--- config.mk ---
export PLATFORM = sky130hd
export DESIGN_NAME = tdm_demux4b
export DESIGN_NICKNAME = d
export VERILOG_FILES = /design/src/rtl/tdm_demux4b.sv
export SDC_FILE = /design/constraint.sdc
export NUM_CORES = 1
export LEC_CHECK = 0
export CORE_MARGIN = 2
export CORE_UTILIZATION = 48
export DETAILED_ROUTE_END_ITERATION = 10
export PLACE_DENSITY = 0.88
export SETUP_SLACK_MARGIN = 0.4
export SLEW_MARGIN = 10
export SYNTH_ARGS = -nofsm -noshare
export SYNTH_HDL_FRONTEND = slang
export SYNTH_SLANG_ARGS = --single-unit
--- constraint.sdc ---
create_clock -name clk -period 3.3 [get_ports clk]
set_input_delay 0.825 -clock clk [delete_from_list [all_inputs] [get_ports clk]]
set_output_delay 0.825 -clock clk [all_outputs]
set_load 0.02 [all_outputs]
--- src/rtl/tdm_demux4b.sv ---
// ----------------------------------------------------------------------------
// tdm_demux4b
//   Receive side of a SLOTS-slot time-division serial link. Each accepted bit
//   is routed to the lane register of its slot, and complete frames are
//   reassembled into d. Frame alignment is taken from a sync marker that must
//   accompany every slot-0 bit; a missing or early marker is flagged on err.
//
// Ports
//   clk       : system clock, all state updates on the rising edge
//   rst       : synchronous active-high reset, wins over every other input
//   en        : bit-valid qualifier; y and sync are ignored while low
//   sync      : frame marker, high with en on the slot-0 bit of each frame
//   y         : serial TDM data bit
//   q         : per-lane latched outputs, q[slot] follows the bit of that slot
//   lane_stb  : one-hot strobe of the lane written by the last accepted bit
//   d         : last complete frame, d[k] = bit received in slot k
//   valid     : one-cycle pulse when d is loaded with a new frame
//   a         : slot index expected for the next accepted bit
//   locked    : frame alignment acquired
//   err       : one-cycle pulse on an alignment error
// ----------------------------------------------------------------------------
module tdm_demux4b #(
   parameter int SLOTS = 4,
   parameter int AW    = 2
) (
   input  logic             clk,
   input  logic             rst,
   input  logic             en,
   input  logic             sync,
   input  logic             y,
   output logic [SLOTS-1:0] q,
   output logic [SLOTS-1:0] lane_stb,
   output logic [SLOTS-1:0] d,
   output logic             valid,
   output logic [AW-1:0]    a,
   output logic             locked,
   output logic             err
);

   typedef enum logic {
      HUNT   = 1'b0,
      LOCKED = 1'b1
   } state_t;

   localparam logic [AW-1:0] LAST_SLOT = AW'(SLOTS - 1);

   state_t           state_q;
   logic [SLOTS-1:0] lane_q;
   logic [SLOTS-1:0] stb_q;
   logic [SLOTS-1:0] frame_q;
   logic [SLOTS-1:0] shadow_q;   // bits of the frame currently being received
   logic [AW-1:0]    slot_q;
   logic             valid_q;
   logic             locked_q;
   logic             err_q;

   always_ff @(posedge clk) begin
      if (rst) begin
         state_q  <= HUNT;
         lane_q   <= '0;
         stb_q    <= '0;
         frame_q  <= '0;
         shadow_q <= '0;
         slot_q   <= '0;
         valid_q  <= 1'b0;
         locked_q <= 1'b0;
         err_q    <= 1'b0;
      end else begin
         // Strobes and pulses last exactly one cycle.
         stb_q   <= '0;
         valid_q <= 1'b0;
         err_q   <= 1'b0;
         if (en) begin
            case (state_q)
               HUNT: begin
                  if (sync) begin
                     lane_q[0]   <= y;
                     shadow_q[0] <= y;
                     stb_q       <= SLOTS'(1);
                     slot_q      <= AW'(1);
                     locked_q    <= 1'b1;
                     state_q     <= LOCKED;
                  end
               end
               LOCKED: begin
                  if (sync) begin
                     // A marker anywhere but slot 0 restarts the frame here:
                     // the partial frame is dropped and this bit becomes slot 0.
                     err_q       <= (slot_q != '0);
                     lane_q[0]   <= y;
                     shadow_q[0] <= y;
                     stb_q       <= SLOTS'(1);
                     slot_q      <= AW'(1);
                  end else if (slot_q == '0) begin
                     // Expected a marker; alignment is lost, bit is discarded.
                     err_q    <= 1'b1;
                     locked_q <= 1'b0;
                     slot_q   <= '0;
                     state_q  <= HUNT;
                  end else begin
                     lane_q[slot_q]   <= y;
                     shadow_q[slot_q] <= y;
                     stb_q            <= SLOTS'(1) << slot_q;
                     slot_q           <= slot_q + AW'(1);   // wraps to 0 after the last slot
                     if (slot_q == LAST_SLOT) begin
                        frame_q <= {y, shadow_q[SLOTS-2:0]};
                        valid_q <= 1'b1;
                     end
                  end
               end
               default: begin
                  state_q  <= HUNT;
                  locked_q <= 1'b0;
                  slot_q   <= '0;
               end
            endcase
         end
      end
   end

   assign q        = lane_q;
   assign lane_stb = stb_q;
   assign d        = frame_q;
   assign valid    = valid_q;
   assign a        = slot_q;
   assign locked   = locked_q;
   assign err      = err_q;

endmodule

==> impl_metrics.prom, run 1 <==
# TYPE chip_impl_metric gauge
chip_impl_metric{name="worst-slew-pin-transition",unit="ps"} 460
chip_impl_metric{name="gr-usage-all-layers",unit="%"} 15.5
chip_impl_metric{name="clk_pin_slew_worst_paths",unit="ps"} 90
chip_impl_metric{name="globalRoute.totalOverflow",unit=""} 0
chip_impl_metric{name="fin_util",unit="%"} 66.8
chip_impl_info{name="worst_setup_path_endpoint",value="a[1]"} 1
chip_impl_metric{name="antenna_left",unit=""} 0
chip_impl_info{name="dominantRegCellSynth",value="sky130_fd_sc_hd__dfxtp_1"} 1
chip_impl_metric{name="rr_worst_depth",unit=""} 4
chip_impl_info{name="worst_path_class_setup",value="reg2out"} 1
chip_impl_metric{name="multi_input_comb_area",unit="sq um"} 378
chip_impl_metric{name="num-fill-cells",unit=""} 127
chip_impl_info{name="worst_r2r_endpoint",value="d[2]"} 1
chip_impl_metric{name="ys_async_sr_fraction",unit="%"} 0
chip_impl_metric{name="synth_seq_area_share",unit="%"} 45.7
chip_impl_info{name="root_buffer",value="sky130_fd_sc_hd__clkbuf_4"} 1
chip_impl_metric{name="ys_seq_elements",unit=""} 17
chip_impl_metric{name="clock_tree.buffer_depth",unit=""} 2
chip_impl_metric{name="clock_skew",unit="ps"} 8.90
chip_impl_metric{name="detailroute.via_count",unit=""} 553
chip_impl_metric{name="io_pins",unit=""} 22
chip_impl_metric{name="max_freq",unit="GHz"} 0.455
chip_impl_metric{name="vdd_drop_max",unit="mV"} 0.249
chip_impl_metric{name="hold_depth",unit=""} 2
chip_impl_metric{name="critPathRequiredTime",unit="ps"} 2470
chip_impl_metric{name="post_route_cells_drive_above_1_share",unit="%"} 5.32
chip_impl_info{name="crit_path_max_delay_cell_type",value="sky130_fd_sc_hd__clkdlybuf4s50_1"} 1
chip_impl_info{name="crit-reg2reg-launch",value="a[1]"} 1
chip_impl_metric{name="h-tree-depth",unit=""} 1
chip_impl_metric{name="syn-cell-area",unit="sq um"} 744
chip_impl_info{name="status",value="completed"} 1
chip_impl_info{name="cp_cell_sequence",value="clkdlybuf4s50_1"} 1
chip_impl_info{name="worstHoldPathType",value="reg2reg"} 1
chip_impl_metric{name="grt_first_pass_wirelength",unit="mm"} 2.14
chip_impl_metric{name="layout_worst_path_cycle_share",unit="%"} 66.6
chip_impl_metric{name="fp.dieH",unit="um"} 43.4
chip_impl_metric{name="layout.area.seq",unit="sq um"} 340
chip_impl_metric{name="max-cap-violations",unit=""} 0
chip_impl_metric{name="antenna_cells_inserted",unit=""} 0
chip_impl_metric{name="place_congestion",unit=""} 0.764
chip_impl_metric{name="avgSynthCellArea",unit="sq um"} 10.3
chip_impl_info{name="worstSetupEndpointType",value="output pin"} 1
chip_impl_metric{name="tritoncts_num_sinks",unit=""} 17
chip_impl_metric{name="final.setup.tns",unit="ps"} 0
chip_impl_metric{name="cts.repair_timing.setup_buffer_count",unit=""} 0
chip_impl_metric{name="net_total_in_the_final_layout",unit=""} 106
chip_impl_metric{name="initial_utilization",unit="%"} 50.6
chip_impl_info{name="worstSetupStartpoint",value="a[1]"} 1
chip_impl_metric{name="postSynthCellCount",unit=""} 72
chip_impl_metric{name="ctsResizeCount",unit=""} 0
chip_impl_metric{name="clk-insertion-delay-late",unit="ps"} 280
chip_impl_metric{name="synth_warnings",unit=""} 0
chip_impl_metric{name="detail_route.drc_violations",unit=""} 0
chip_impl_metric{name="core_area",unit="sq um"} 1470
chip_impl_metric{name="critical_path_buf_inv_count",unit=""} 1
chip_impl_info{name="cts_tree",value="built"} 1
chip_impl_metric{name="pre_cts_slack",unit="ps"} 1010
chip_impl_metric{name="power-per-cell-area",unit="nW/um^2"} 363
chip_impl_metric{name="finalHoldViolations",unit=""} 0
chip_impl_metric{name="cts-buffers-inserted",unit=""} 3
chip_impl_metric{name="synth_enable_flop_cells",unit=""} 0
chip_impl_metric{name="drt_pass1_iterations",unit=""} 2
chip_impl_metric{name="setup.reg_to_reg.worst_slack",unit="ps"} 1830
chip_impl_metric{name="timing.hold.ws",unit="ps"} 481
chip_impl_metric{name="via_per_inst",unit=""} 5.03
chip_impl_info{name="cp-start-kind",value="flip-flop"} 1
chip_impl_metric{name="total_leakage_power",unit="nW"} 0.386
chip_impl_metric{name="syn_to_final_growth",unit="%"} 31.9
chip_impl_metric{name="routedWlPerCell",unit="um"} 11.0
chip_impl_metric{name="drt-total-wl",unit="mm"} 1.21
chip_impl_metric{name="maxSlewHeadroom",unit="%"} 69.2
chip_impl_metric{name="critical_path_arrival",unit="ps"} 1370
chip_impl_metric{name="report.final.setup_viol",unit=""} 0
chip_impl_metric{name="die_x",unit="um"} 43.4
chip_impl_metric{name="power.total",unit="W"} 0.000357
chip_impl_metric{name="vias_in_the_first_global_route",unit=""} 514
chip_impl_metric{name="grt_max_degree",unit=""} 17
chip_impl_metric{name="dp.final_hpwl",unit="um"} 918
chip_impl_metric{name="worst_slack",unit="ps"} 1100
chip_impl_info{name="crit_family",value="buffers and inverters"} 1
chip_impl_metric{name="num_rows",unit=""} 14
chip_impl_metric{name="numPortBuffers",unit=""} 21
chip_impl_metric{name="timing_max_transition_violations_final",unit=""} 0
chip_impl_metric{name="synthesis.nets",unit=""} 83
chip_impl_info{name="rsz0062_at_grt",value="no"} 1
chip_impl_metric{name="drt-initial-drc-count",unit=""} 1
chip_impl_metric{name="netlist-cell-type-count",unit=""} 22
chip_impl_metric{name="path_max_fanout",unit=""} 8
chip_impl_metric{name="fin_crit",unit="ps"} 2200
chip_impl_metric{name="hold_buffers",unit=""} 0
chip_impl_metric{name="die-area",unit="sq um"} 1880
chip_impl_metric{name="grt_antenna_before_repair",unit=""} 0
chip_impl_metric{name="worst_path_largest_cell_delay",unit="ps"} 650
chip_impl_metric{name="worst-path-stages",unit=""} 1
==> kinds of logic (layout without fill, tap and decap cells) <==
kind of cell	count (synthesis)	after routing	synth area share [%]
buffers and inverters	5	27	3.53
muxes	6	6	8.07
adders and majority gates	6	6	10.1
DFF	17	17	45.7
and+or+nand+nor	30	30	26.1
xor gates and xnor gates	1	1	1.18
AOI/OAI and AO/OA	7	7	5.38
==> metrics by stage <==
| stage | cell area, sq um | std cells |
|---|---|---|
| 2_1_floorplan | 744 | 72 |
| 3_3_place_gp | 956 | 106 |
| 6_report | 982 | 110 |
| 4_1_cts | 982 | 110 |
| 3_5_place_dp | 956 | 106 |
| 5_1_grt | 982 | 110 |
==> placed cells by master (no fill, tap or decap), types with 3 or more instances in the layout <==
master                            count
sky130_fd_sc_hd__clkdlybuf4s50_1     21
sky130_fd_sc_hd__dfxtp_1             17
sky130_fd_sc_hd__nand2b_1             8
sky130_fd_sc_hd__nand2_1              7
sky130_fd_sc_hd__mux2i_1              6
sky130_fd_sc_hd__ha_1                 6
sky130_fd_sc_hd__a21oi_1              4
sky130_fd_sc_hd__and3_1               3
sky130_fd_sc_hd__clkbuf_4             3
==> state kept, by name, summed over array words and instances, names as in the netlist <==
register	flops
a	2
d	3
err	1
lane_stb	4
locked	1
q	2
shadow_q	2
state_q	1
valid	1
==> area by class of cell <==
cell class / count / share of cell area (%)
clock buffer: 4 / 2.68
multi-input combinational: 50 / 38.5
inverter: 2 / 0.764
tap: 16 / 2.04
sequential: 17 / 34.6
timing repair buffer: 21 / 21.4
==> power breakdown <==
group          switching, W  internal, W  leakage (nW)
combinational     0.0000206    0.0000187         0.233
clock             0.0000578    0.0000469        0.0150
sequential       0.00000399     0.000209         0.138
total             0.0000824     0.000275         0.386
==> per-layer routing <==
layer  track usage [%]  vias up  wire [um]
li1                  -      287          -
met1              20.2      251        555
met2              23.0       13        592
met3              4.17        2         52
met4              9.09        0         13
met5                 0        -          0
==> Yosys cell counts, types with 2 or more instances <==
master                     number  area share, %
sky130_fd_sc_hd__a211oi_1       2            2.0
sky130_fd_sc_hd__a21oi_1        4            2.7
sky130_fd_sc_hd__and3_1         3            2.5
sky130_fd_sc_hd__buf_4          2            2.0
sky130_fd_sc_hd__dfxtp_1       17             46
sky130_fd_sc_hd__ha_1           6             10
sky130_fd_sc_hd__inv_1          2            1.0
sky130_fd_sc_hd__mux2i_1        6            8.1
sky130_fd_sc_hd__nand2_1        7            3.5
sky130_fd_sc_hd__nand2b_1       8            6.7
sky130_fd_sc_hd__nor2_1         2            1.0
sky130_fd_sc_hd__nor3_1         2            1.3
sky130_fd_sc_hd__nor3b_1        2            2.0
==> worst min-delay path: stages (launching register included) <==
cell	delay, ps
sky130_fd_sc_hd__dfxtp_1	320
sky130_fd_sc_hd__nand2b_1	60
sky130_fd_sc_hd__mux2i_1	60
==> worst min path at each step <==
stage               startpoint    to
floorplan              state_q   err
global placement          d[1]  d[1]
detailed placement        d[0]  d[0]
CTS                       d[0]  d[0]
global route              d[0]  d[0]
finish                    d[0]  d[0]
(Power assumes the default switching activity.)
==> run 2, diff against run 1 <==
CORE_UTILIZATION = 44   (was 48)
PLACE_DENSITY = 0.82   (was 0.88)
clock period = 2.25 ns   (was 3.3 ns; I/O delays follow)
==> run 2 against run 1 <==
Against the previous run:
- critical path depth did not move
- via count down 1.1%
- total power increased by 47%
- combinational power grew 51%
- worst setup slack got worse by 630 ps
- non-clock buffer count grew 2
- sequential share of layout area down 0.78 points
- core utilization decreased by 1.6 points
- cell count is 1.8% higher
- clock skew fell by 3.4 ps
- global-route usage decreased by 1.3 points
- register-to-register slack worse by 1100 ps
==> impl_metrics.prom, run 2 (same netlist as run 1, synthesis figures left out) <==
# TYPE chip_impl_metric gauge
chip_impl_info{name="rsz0062_at_grt",value="no"} 1
chip_impl_metric{name="detailroute.via_count",unit=""} 547
chip_impl_metric{name="drt-total-wl",unit="mm"} 1.24
chip_impl_metric{name="layout_worst_path_cycle_share",unit="%"} 79.1
chip_impl_metric{name="hold_buffers",unit=""} 0
chip_impl_metric{name="seq_power_share",unit="%"} 59.5
chip_impl_metric{name="net_total_in_the_final_layout",unit=""} 108
chip_impl_metric{name="core_area",unit="sq um"} 1540
chip_impl_metric{name="fp.dieH",unit="um"} 45.1
chip_impl_metric{name="num-fill-cells",unit=""} 129
chip_impl_info{name="crit_family",value="buffers and inverters"} 1
chip_impl_info{name="worstSetupStartpoint",value="d[0]"} 1
chip_impl_info{name="worst_path_class_setup",value="reg2out"} 1
chip_impl_metric{name="tritoncts_num_sinks",unit=""} 17
chip_impl_metric{name="syn_to_final_growth",unit="%"} 35.0
chip_impl_info{name="root_buffer",value="sky130_fd_sc_hd__clkbuf_4"} 1
chip_impl_metric{name="max-cap-violations",unit=""} 0
chip_impl_info{name="status",value="completed"} 1
chip_impl_metric{name="numPortBuffers",unit=""} 21
chip_impl_info{name="worst_r2r_endpoint",value="q[3]"} 1
chip_impl_metric{name="cts.repair_timing.setup_buffer_count",unit=""} 0
chip_impl_metric{name="clk-insertion-delay-late",unit="ps"} 280
chip_impl_metric{name="rr_worst_depth",unit=""} 4
chip_impl_info{name="worstSetupEndpointType",value="output pin"} 1
chip_impl_metric{name="gr-usage-all-layers",unit="%"} 14.2
chip_impl_metric{name="initial_utilization",unit="%"} 48.3
chip_impl_metric{name="critical_path_arrival",unit="ps"} 1220
chip_impl_metric{name="grt_first_pass_wirelength",unit="mm"} 2.14
chip_impl_metric{name="clock_skew",unit="ps"} 5.48
chip_impl_info{name="most_common_library_cell_in_the_layout_ignoring_fill_and_taps",value="sky130_fd_sc_hd__dfxtp_1"} 1
chip_impl_metric{name="io_pins",unit=""} 22
chip_impl_metric{name="die_x",unit="um"} 45.1
chip_impl_info{name="worstHoldPathType",value="reg2reg"} 1
chip_impl_metric{name="power.total",unit="W"} 0.000525
chip_impl_metric{name="post_route_cells_drive_above_1_share",unit="%"} 7.29
chip_impl_metric{name="fin_crit",unit="ps"} 1780
chip_impl_info{name="cp-start-kind",value="flip-flop"} 1
chip_impl_metric{name="globalRoute.totalOverflow",unit=""} 0
chip_impl_metric{name="h-tree-depth",unit=""} 1
chip_impl_info{name="mostFrequentLayoutCells",value="17 x sky130_fd_sc_hd__dfxtp_1, 15 x sky130_fd_sc_hd__clkdlybuf4s50_1, 8 x sky130_fd_sc_hd__nand2b_1, 7 x sky130_fd_sc_hd__nand2_1"} 1
chip_impl_metric{name="vdd_drop_max",unit="mV"} 0.367
chip_impl_metric{name="num_rows",unit=""} 14
chip_impl_metric{name="routedWlPerCell",unit="um"} 11.0
chip_impl_metric{name="ctsResizeCount",unit=""} 2
chip_impl_metric{name="path_max_fanout",unit=""} 2
chip_impl_metric{name="worst-slew-pin-transition",unit="ps"} 385
chip_impl_metric{name="maxSlewHeadroom",unit="%"} 74.2
chip_impl_metric{name="power.switching_fraction",unit="%"} 23.2
chip_impl_metric{name="antenna_cells_inserted",unit=""} 0
chip_impl_info{name="hp-start",value="q[0]"} 1
chip_impl_metric{name="via_per_inst",unit=""} 4.88
chip_impl_metric{name="clk_pin_slew_worst_paths",unit="ps"} 90
chip_impl_info{name="cts_tree",value="built"} 1
chip_impl_metric{name="dp.final_hpwl",unit="um"} 937
chip_impl_metric{name="setup.reg_to_reg.worst_slack",unit="ps"} 760
chip_impl_metric{name="vias_in_the_first_global_route",unit=""} 508
chip_impl_info{name="crit-reg2reg-launch",value="a[1]"} 1
chip_impl_metric{name="hold_depth",unit=""} 2
chip_impl_metric{name="drt-initial-drc-count",unit=""} 7
chip_impl_metric{name="largest_reg_flops",unit=""} 4
chip_impl_info{name="cp_cell_sequence",value="clkdlybuf4s50_1"} 1
chip_impl_metric{name="power.switching",unit="W"} 0.000122
chip_impl_info{name="worst_setup_path_endpoint",value="d[0]"} 1
chip_impl_metric{name="share_clk_of_total_power",unit="%"} 29.2
chip_impl_metric{name="power-per-cell-area",unit="nW/um^2"} 523
chip_impl_metric{name="cts-buffers-inserted",unit=""} 3
chip_impl_metric{name="report.final.setup_viol",unit=""} 0
chip_impl_metric{name="critical_path_buf_inv_count",unit=""} 1
chip_impl_metric{name="finalHoldViolations",unit=""} 0
chip_impl_metric{name="drt_pass1_iterations",unit=""} 3
chip_impl_metric{name="worst_path_largest_cell_delay",unit="ps"} 610
chip_impl_metric{name="worst-path-stages",unit=""} 1
chip_impl_metric{name="place_congestion",unit=""} 0.780
chip_impl_info{name="crit_path_max_delay_cell_type",value="sky130_fd_sc_hd__clkdlybuf4s50_1"} 1
chip_impl_metric{name="total_leakage_power",unit="nW"} 0.474
chip_impl_metric{name="clock_tree.buffer_depth",unit=""} 2
chip_impl_metric{name="die-area",unit="sq um"} 2040
chip_impl_metric{name="fin_util",unit="%"} 65.2
chip_impl_metric{name="final.setup.tns",unit="ps"} 0
chip_impl_metric{name="grt_antenna_before_repair",unit=""} 0
chip_impl_metric{name="critPathRequiredTime",unit="ps"} 1690
chip_impl_metric{name="detail_route.drc_violations",unit=""} 0
chip_impl_metric{name="grt_max_degree",unit=""} 13
chip_impl_metric{name="timing_max_transition_violations_final",unit=""} 0
chip_impl_metric{name="max_freq",unit="GHz"} 0.562
chip_impl_metric{name="power.internal",unit="W"} 0.000403
chip_impl_metric{name="antenna_left",unit=""} 0
chip_impl_metric{name="timing.hold.ws",unit="ps"} 471
chip_impl_metric{name="fraction_of_power_consumed_by_combinational_cells",unit="%"} 11.3
-- run 2: changes by cell type in the layout (fill, tap and decap cells not counted), sizes merged --
| cell | change |
|---|---|
| clkdlybuf4s50 | -6 |
| dlymetal6s2s | +4 |
| buf | +2 |
| dlygate4sd2 | +2 |
-- run 2: layer usage --
metal / routed length (um) / global-route usage (%)
met3: 39 / 2.40
met2: 567 / 20.6
met4: 13 / 7.06
met5: 0 / 0
met1: 616 / 20.3
-- run 2: how the worst min path moves through the flow --
stage                     endpoint  slack, ps
after floorplan                err        500
after global routing          d[1]        500
after detailed placement      q[0]        460
after global placement        q[0]        460
final                         q[0]        470
after CTS                     q[0]        480
-- run 2: cell type report --
class	count	area, sq um	share of cell area (%)
well taps	16	20.0	1.99
clock buffers	4	26.3	2.62
repair buffers	23	233	23.2
multi-input cells	50	378	37.6
inverters	2	7.51	0.747
flip-flops and latches	17	340	33.9
-- run 2: metrics by stage --
step / cell area (sq um) / cells / setup slack, ps
2_1_floorplan: 744 / 72 / 784
3_3_place_gp: 971 / 108 / 327
3_5_place_dp: 971 / 108 / 283
4_1_cts: 995 / 112 / 429
6_report: 1000 / 112 / 470
5_1_grt: 1000 / 112 / 412
-- run 2: power by group through the flow --
| stage | Sequential (W) | Clock (W) | Combinational [W] |
|---|---|---|---|
| floorplan | 0.000325 | 0 | 0.0000293 |
| global placement | 0.000319 | 0 | 0.0000597 |
| detailed placement | 0.000320 | 0 | 0.0000606 |
| CTS | 0.000313 | 0.000159 | 0.0000598 |
| global route | 0.000314 | 0.000175 | 0.0000650 |
| finish | 0.000313 | 0.000153 | 0.0000593 |
